`src/rtl/spi_master_sequencer.sv`:
```
// spi_master_sequencer: single-line SPI mode-0 master that issues one
// command byte, one address byte and len data bytes per accepted start.
// state    | meaning
// IDLE     | waiting for start, cs high
// CS_SETUP | cs low, sck low, before the first bit
// BIT_LOW  | sck low, mosi presents the current bit
// BIT_HIGH | sck high, miso sampled on the last cycle
// CS_HOLD  | after the last bit, cs still low
// CS_GAP   | cs high; done pulses on the final cycle, where start is accepted
module spi_master_sequencer #(
  parameter int HALF  = 5,
  parameter int LEN_W = 4
) (
  input  logic             main_clock,
  input  logic             reset,
  input  logic             start,
  input  logic [7:0]       cmd,
  input  logic [7:0]       addr,
  input  logic [LEN_W-1:0] len,
  input  logic [7:0]       wr_data,
  output logic             wr_data_ready,
  output logic [7:0]       rd_data,
  output logic             rd_data_valid,
  output logic             busy,
  output logic             done,
  output logic             sck,
  output logic             cs,
  output logic             mosi,
  input  logic             miso
);

  localparam int TW = (HALF > 2) ? $clog2(HALF) : 1;
  localparam logic [TW-1:0] HALF_M1 = TW'(HALF - 1);
  localparam logic [TW-1:0] TIMER_ONE = TW'(1);

  typedef enum logic [2:0] {IDLE, CS_SETUP, BIT_LOW, BIT_HIGH, CS_HOLD, CS_GAP} state_t;
  typedef enum logic [1:0] {PH_CMD, PH_ADDR, PH_DATA} phase_t;

  state_t           state, state_nxt;
  phase_t           phase, phase_nxt;
  logic [TW-1:0]    timer, timer_nxt;
  logic [2:0]       bit_cnt, bit_cnt_nxt;
  logic [LEN_W-1:0] byte_cnt, byte_cnt_nxt;
  logic [7:0]       cmd_r, cmd_nxt, addr_r, addr_nxt;
  logic             is_write, is_write_nxt;
  // shift holds the bits still to send after the one already on mosi
  logic [6:0]       shift, shift_nxt;
  logic [6:0]       rx, rx_nxt;
  logic [7:0]       rd_data_nxt;
  logic             wr_ready_nxt, rd_valid_nxt, busy_nxt, done_nxt;
  logic             sck_nxt, cs_nxt, mosi_nxt;
  logic             tm_done, accept;

  assign tm_done = (timer == '0);

  // next-state, datapath and registered-output values
  always_comb begin
    state_nxt    = state;
    phase_nxt    = phase;
    timer_nxt    = tm_done ? timer : timer - TIMER_ONE;
    bit_cnt_nxt  = bit_cnt;
    byte_cnt_nxt = byte_cnt;
    cmd_nxt      = cmd_r;
    addr_nxt     = addr_r;
    is_write_nxt = is_write;
    shift_nxt    = shift;
    rx_nxt       = rx;
    rd_data_nxt  = rd_data;
    wr_ready_nxt = 1'b0;
    rd_valid_nxt = 1'b0;
    done_nxt     = 1'b0;
    busy_nxt     = busy;
    sck_nxt      = sck;
    cs_nxt       = cs;
    mosi_nxt     = mosi;
    accept       = 1'b0;
    case (state)
      IDLE: accept = start;
      CS_SETUP: if (tm_done) begin
        state_nxt   = BIT_LOW;
        timer_nxt   = HALF_M1;
        phase_nxt   = PH_CMD;
        bit_cnt_nxt = 3'd7;
        shift_nxt   = cmd_r[6:0];
        mosi_nxt    = cmd_r[7];
      end
      BIT_LOW: if (tm_done) begin
        state_nxt = BIT_HIGH;
        timer_nxt = HALF_M1;
        sck_nxt   = 1'b1;
      end
      BIT_HIGH: if (tm_done) begin
        rx_nxt    = {rx[5:0], miso};
        sck_nxt   = 1'b0;
        timer_nxt = HALF_M1;
        state_nxt = BIT_LOW;
        if (bit_cnt != 3'd0) begin
          bit_cnt_nxt = bit_cnt - 3'd1;
          mosi_nxt    = shift[6];
          shift_nxt   = {shift[5:0], 1'b0};
        end else begin
          bit_cnt_nxt = 3'd7;
          if (phase == PH_DATA && !is_write) begin
            rd_data_nxt  = {rx, miso};
            rd_valid_nxt = 1'b1;
          end
          if (phase == PH_CMD) begin
            phase_nxt = PH_ADDR;
            shift_nxt = addr_r[6:0];
            mosi_nxt  = addr_r[7];
          end else if (byte_cnt != '0) begin
            phase_nxt    = PH_DATA;
            byte_cnt_nxt = byte_cnt - LEN_W'(1);
            if (is_write) begin
              shift_nxt    = wr_data[6:0];
              mosi_nxt     = wr_data[7];
              wr_ready_nxt = 1'b1;
            end else begin
              shift_nxt = 7'h00;
              mosi_nxt  = 1'b0;
            end
          end else begin
            state_nxt = CS_HOLD;
            mosi_nxt  = 1'b0;
          end
        end
      end
      CS_HOLD: if (tm_done) begin
        state_nxt = CS_GAP;
        timer_nxt = HALF_M1;
        cs_nxt    = 1'b1;
      end
      CS_GAP: begin
        if (timer == TIMER_ONE) begin
          done_nxt = 1'b1;
          busy_nxt = 1'b0;
        end
        if (tm_done) begin
          state_nxt = IDLE;
          accept    = start;
        end
      end
      default: state_nxt = IDLE;
    endcase
    if (accept) begin
      state_nxt    = CS_SETUP;
      timer_nxt    = HALF_M1;
      cmd_nxt      = cmd;
      addr_nxt     = addr;
      is_write_nxt = (cmd != 8'h03);
      byte_cnt_nxt = len;
      cs_nxt       = 1'b0;
      busy_nxt     = 1'b1;
    end
  end

  // state and output registers with synchronous reset
  always_ff @(posedge main_clock) begin
    if (reset) begin
      state         <= IDLE;
      phase         <= PH_CMD;
      timer         <= '0;
      bit_cnt       <= 3'd0;
      byte_cnt      <= '0;
      cmd_r         <= 8'h00;
      addr_r        <= 8'h00;
      is_write      <= 1'b0;
      shift         <= 7'h00;
      rx            <= 7'h00;
      rd_data       <= 8'h00;
      wr_data_ready <= 1'b0;
      rd_data_valid <= 1'b0;
      done          <= 1'b0;
      busy          <= 1'b0;
      sck           <= 1'b0;
      cs            <= 1'b1;
      mosi          <= 1'b0;
    end else begin
      state         <= state_nxt;
      phase         <= phase_nxt;
      timer         <= timer_nxt;
      bit_cnt       <= bit_cnt_nxt;
      byte_cnt      <= byte_cnt_nxt;
      cmd_r         <= cmd_nxt;
      addr_r        <= addr_nxt;
      is_write      <= is_write_nxt;
      shift         <= shift_nxt;
      rx            <= rx_nxt;
      rd_data       <= rd_data_nxt;
      wr_data_ready <= wr_ready_nxt;
      rd_data_valid <= rd_valid_nxt;
      done          <= done_nxt;
      busy          <= busy_nxt;
      sck           <= sck_nxt;
      cs            <= cs_nxt;
      mosi          <= mosi_nxt;
    end
  end

endmodule

```
`config.mk`:
```
export PLATFORM = sky130hd
export DESIGN_NAME = spi_master_sequencer
export DESIGN_NICKNAME = d
export VERILOG_FILES = /design/src/rtl/spi_master_sequencer.sv
export SDC_FILE = /design/constraint.sdc
export NUM_CORES = 1
export LEC_CHECK = 0
export ABC_AREA = 1
export CAP_MARGIN = 40
export CORE_UTILIZATION = 50
export CTS_CLUSTER_DIAMETER = 120
export DETAILED_ROUTE_END_ITERATION = 6
export GPL_TIMING_DRIVEN = 0
export MAX_ROUTING_LAYER = met4
export PLACE_DENSITY = 0.75
export RECOVER_POWER = 100
export SLEW_MARGIN = 30
export SYNTH_ARGS = -nofsm -noshare
export SYNTH_HDL_FRONTEND = slang
export SYNTH_SLANG_ARGS = --single-unit
export TNS_END_PERCENT = 20
```
`constraint.sdc`:
```
create_clock -name main_clock -period 1.7 [get_ports main_clock]
set_input_delay 0.51 -clock main_clock [delete_from_list [all_inputs] [get_ports main_clock]]
set_output_delay 0.51 -clock main_clock [all_outputs]
set_load 0.05 [all_outputs]
```
---- After elaboration in Yosys (flattened, before gate mapping) ----
Cells that the tools add are included.
storage, ports and cells
  word-level logic and storage cells ...... 141
  register bits ........................... 61
cells by class
  multiplexer cells ....................... 57
  bitwise operators ....................... 6
  reduce and logical (&&, ||, !) cells .... 31
  $add $sub $neg .......................... 3
  equal/unequal tests ..................... 24
operators by type and width
  kind                                                             count
  3-bit two-way mux                                                15
  7-bit two-way mux                                                6
  4-bit two-way mux                                                6
  1-bit two-way mux                                                18
  2-bit != test, second input constant                             9
  3-bit != test, second input constant                             6
  3-bit case mux with 6 select lines                               1
  2-bit nonzero test                                               8
  7-bit case mux with 2 select lines                               1
  6-bit AND reduction                                              2
  2-bit two-way mux                                                5
  5-bit AND reduction                                              2
  8-bit by 2-bit != test with 1-bit output, second input constant  1
  4-bit AND reduction                                              2
  4-bit OR reduction                                               2
  3-bit by 1-bit == test with 1-bit output, second input constant  2
  3-bit by 2-bit == test with 1-bit output, second input constant  2
  3-bit == test, second input constant                             2
  3-bit logical NOT                                                2
  1-bit NOT                                                        6
  1-bit case mux with 2 select lines                               3
  3-bit case mux with 2 select lines                               1
  2-bit AND reduction                                              3
  3-bit AND reduction                                              2
  other kinds (12)                                                 14

---- Logic depth before layout (Yosys ltp) ----
  depth in word-level cells ............... 7
  mapped depth ............................ 11
  gate-level depth less buffers ........... 10

---- Worst setup path after synthesis ----
OpenSTA, ideal clock, no wires.
  path kind ............................... register to register
  start ................................... reg timer[0]
  end ..................................... reg is_write
  buffers on the path ..................... 1
  data arrival time ....................... 1.360 ns
  stages on the path, launching flop included .. 11
  slack ................................... 0.224 ns
  path through ............................ dfxtp_1 -> inv_1 -> ha_1 -> inv_1 -> nor2_4 -> nand2_1 -> nor2_1 -> nor2_4 -> buf_6 -> nor3_1 -> nor2_1
on the way
  word-level cells in the longest chain between the ends .. 3
ends and longest elaborated chain
  element                             RTL line  text
  from (decl)                         41        logic [TW-1:0] timer, timer_nxt;
  from (signal assigned)              181       timer <= timer_nxt;
  3-bit logical NOT                   54        assign tm_done = (timer == '0);
  1-bit two-way mux                   138       if (tm_done) begin
  1-bit case mux with 2 select lines  77        case (state)
  to (signal assigned)                186       is_write <= is_write_nxt;
  to (decl)                           45        logic is_write, is_write_nxt;
Every way passes these cells.
A chain may end at the register's enable or synchronous reset.

---- Worst setup path after layout ----
  start ................................... reg rd_data_valid
  end ..................................... out rd_data_valid
RTL lines
  element                 RTL line  text
  from (decl)             23        output logic rd_data_valid,
  from (signal assigned)  191       rd_data_valid <= rd_valid_nxt;
No word-level cell between the ends.

==> run metrics <==
Hold Path Depth 2; RSZ-0062 raised after global routing false; PnR worst setup slack 0.04262 ns; total vias in the final route 2,883; worst vdd ir 0.8076 mV; Post-DP HPWL 5311 µm; Hold Buf Count CTS 0; met2 usage 0.3906; 1st-pass router iterations 5; Setup CP Type reg2out; WL final 7402 µm; I/O pin count 47; Layout area overhead 25.76%; pre-CTS setup slack -0.4045 ns; crit start category flop; Data arrival, critical path 1.15 ns; R2R Path Start timer[0]; R2R cell count 10; fin. max-slew vios 0; Final setup viols 0; slowest cell delay on critical path 0.49 ns; hold crit path type reg2reg; DRC Markers 0; Design Area, Final 0.003817 mm²; Antenna Violating Nets Remaining 0; f_max 0.6034 GHz; Seq/Total Area, Yosys 0.4023; hold path endpoint addr_r[6]; Ys Warns 0; Buf/Inv on CP 1; H-tree levels 3; Total Routing Usage GR 0.2526; TritonCTS buffer count 9; post-synthesis cell count 426; # rows 28; part of the power in registers 0.356; crit path time final 1.657 ns; Max-Cap Viols 0; Yosys reg bits 61; Switching Fraction 0.3751; effective utilization at floorplan 0.5157; Worst R2R End cmd_r[0]; worst reg2reg setup slack 0.12 ns; Die Area 0.006386 mm²; WP data required 1.19 ns; Placed Area 0.003590 mm²; Worst Tran Pin Value 0.5275 ns; async set-reset flop share out of synthesis 0; DR vias/cell 5.112; CTS sink cnt 61; CP max stage cell clkdlybuf4s15_1; initial antenna violation count 0; Syn Area/Cell 7.125 µm²; predominant post-synthesis flop cell dfxtp_1; worst-path cell chain clkdlybuf4s15_1; Post-synth EDFFs 0; switching pwr 1.890 mW; area of the core 0.005886 mm²; vias in the first global route 2,673; number of inserted diodes 0; hold_sp addr_r[6]; Netlist Area Pre-Place 0.003035 mm²; die extent in y 79.92 µm; Avg WL per Cell 13.12 µm; Post-Route Skew 0.007833 ns; synthesized net count 466; Combinational Power Share 0.356; largest net degree at the start of global routing 13; Initial DRC Count 148; Hold Violations, Final 0; CTS max path bufs 2; post-synth cell types 33; Power Density 1320 mW/mm²; worst skew pair latency 0.34 ns; Die X 79.92 µm; internal power 3.149 mW; met1 GRT Util 0.3089; Clk pin slew, worst setup/hold paths 0.08 ns; clock network fraction of total power 0.288; IO Port Bufs 46; run status finished clean; Setup crit end kind output pin; met3 Use GR 0.05486; final period utilization 0.9749; global-route wire length before repair 11,870 µm; leakage 1.666 nW; WP depth 1; delay-heaviest family, CP buffers and inverters; grt ovf 0; CTS tree done; crit-path max FO 1; Nets 524; GPL Wtd Cong 0.8767; clk root buf clkbuf_8; share of cells above drive strength 1 0.1595; Max transition margin 0.6484; global-route layer with the greatest usage met2
-- power groups by stage --
stage          sequential (mW)  clock [mW]  combinational [mW]
2_1_floorplan             1.85           0                1.27
3_3_place_gp              1.81           0                1.68
3_5_place_dp              1.82           0                1.72
4_1_cts                   1.79        1.47                1.74
5_1_grt                   1.82        1.53                1.99
6_report                  1.79        1.45                1.79
-- per-layer routing --
layer	vias up	routed length, µm	part of all wire
met3	19	380	0.051
li1	1471	-	-
met2	80	3434	0.46
met4	0	164	0.022
met5	-	0	0
met1	1313	3424	0.46
-- registers in the layout (all words and copies together) (netlist names), 2 cells and up --
| name | flops |
|---|---|
| cmd_r | 8 |
| timer | 3 |
| rx | 7 |
| phase | 2 |
| bit_cnt | 3 |
| rd_data | 8 |
| byte_cnt | 4 |
| addr_r | 8 |
| state | 3 |
| shift | 7 |
-- worst max path at each step --
stage / start / end
5_1_grt: timer[0] / addr_r[7]
4_1_cts: cs / cs
2_1_floorplan: timer[0] / is_write
3_3_place_gp: reset / sck
6_report: rd_data_valid / rd_data_valid
3_5_place_dp: reset / rd_data[0]
-- kinds of logic after synthesis --
kind of cell	share of synthesized area
AOI/OAI and AO/OA	0.1117
DFF	0.4023
adders and majority gates	0.03298
and+or+nand+nor	0.3623
xor gates and xnor gates	0.005772
buffers and inverters	0.08491
-- synth_stat cells, types with 4 or more instances --
library cell,number,area [µm²]
clkbuf_1,4,15.01
nor2_1,53,198.9
nand3_1,23,115.1
inv_2,6,22.52
o21ai_0,23,115.1
nor2_2,7,43.79
ha_1,8,100.1
nand2_4,5,56.30
nand2_1,124,465.5
nor2_4,4,45.04
buf_6,5,56.30
a21oi_1,32,160.2
nor3_1,8,40.04
inv_1,32,120.1
dfxtp_1,61,1221
-- per-stage QoR --
step	std cells	util	TNS, ns	power (mW)	hold WS, ns
5_1_grt	564	0.6486	0	5.347	0.4887
3_5_place_dp	547	0.6099	-11.30	3.544	0.4542
2_1_floorplan	426	-	0	3.117	0.4310
6_report	564	0.6486	0	5.038	0.4631
3_3_place_gp	547	0.6099	-10.40	3.488	0.4480
4_1_cts	563	0.6490	0	4.994	0.4651
-- timing repair --
item | 4_1_cts | 5_1_grt
buffers inserted | 0 | 1
gates resized for setup | 36 | 19
setup endpoints to repair | 23 | 38
pin swaps | 0 | 4
-- layout by cell type (no fill, tap or decap), types with 4 or more instances in the layout --
| cell type | count |
|---|---|
| nor2_1 | 53 |
| clkbuf_2 | 7 |
| clkbuf_8 | 9 |
| nand3_1 | 23 |
| clkdlybuf4s15_2 | 7 |
| dfxtp_1 | 61 |
| inv_1 | 31 |
| a21oi_1 | 32 |
| nor3_1 | 7 |
| ha_1 | 7 |
| o21ai_0 | 23 |
| clkdlybuf4s50_1 | 31 |
| nand2_1 | 123 |
| nand2_4 | 5 |
| nor2_2 | 7 |
| nor2_4 | 4 |
| buf_6 | 6 |
| inv_2 | 7 |
-- final cells by class --
cell class | instances | area, µm²
fillers | 551 | 2068
multi-input cells | 311 | 1570
flip-flops and latches | 61 | 1221
repair buffers | 47 | 446.7
inverters | 40 | 156.4
clock buffers | 9 | 123.9
plain buffers | 14 | 106.4
clock inverters | 7 | 98.84
well taps | 75 | 93.84
(Power assumes the default switching activity.)
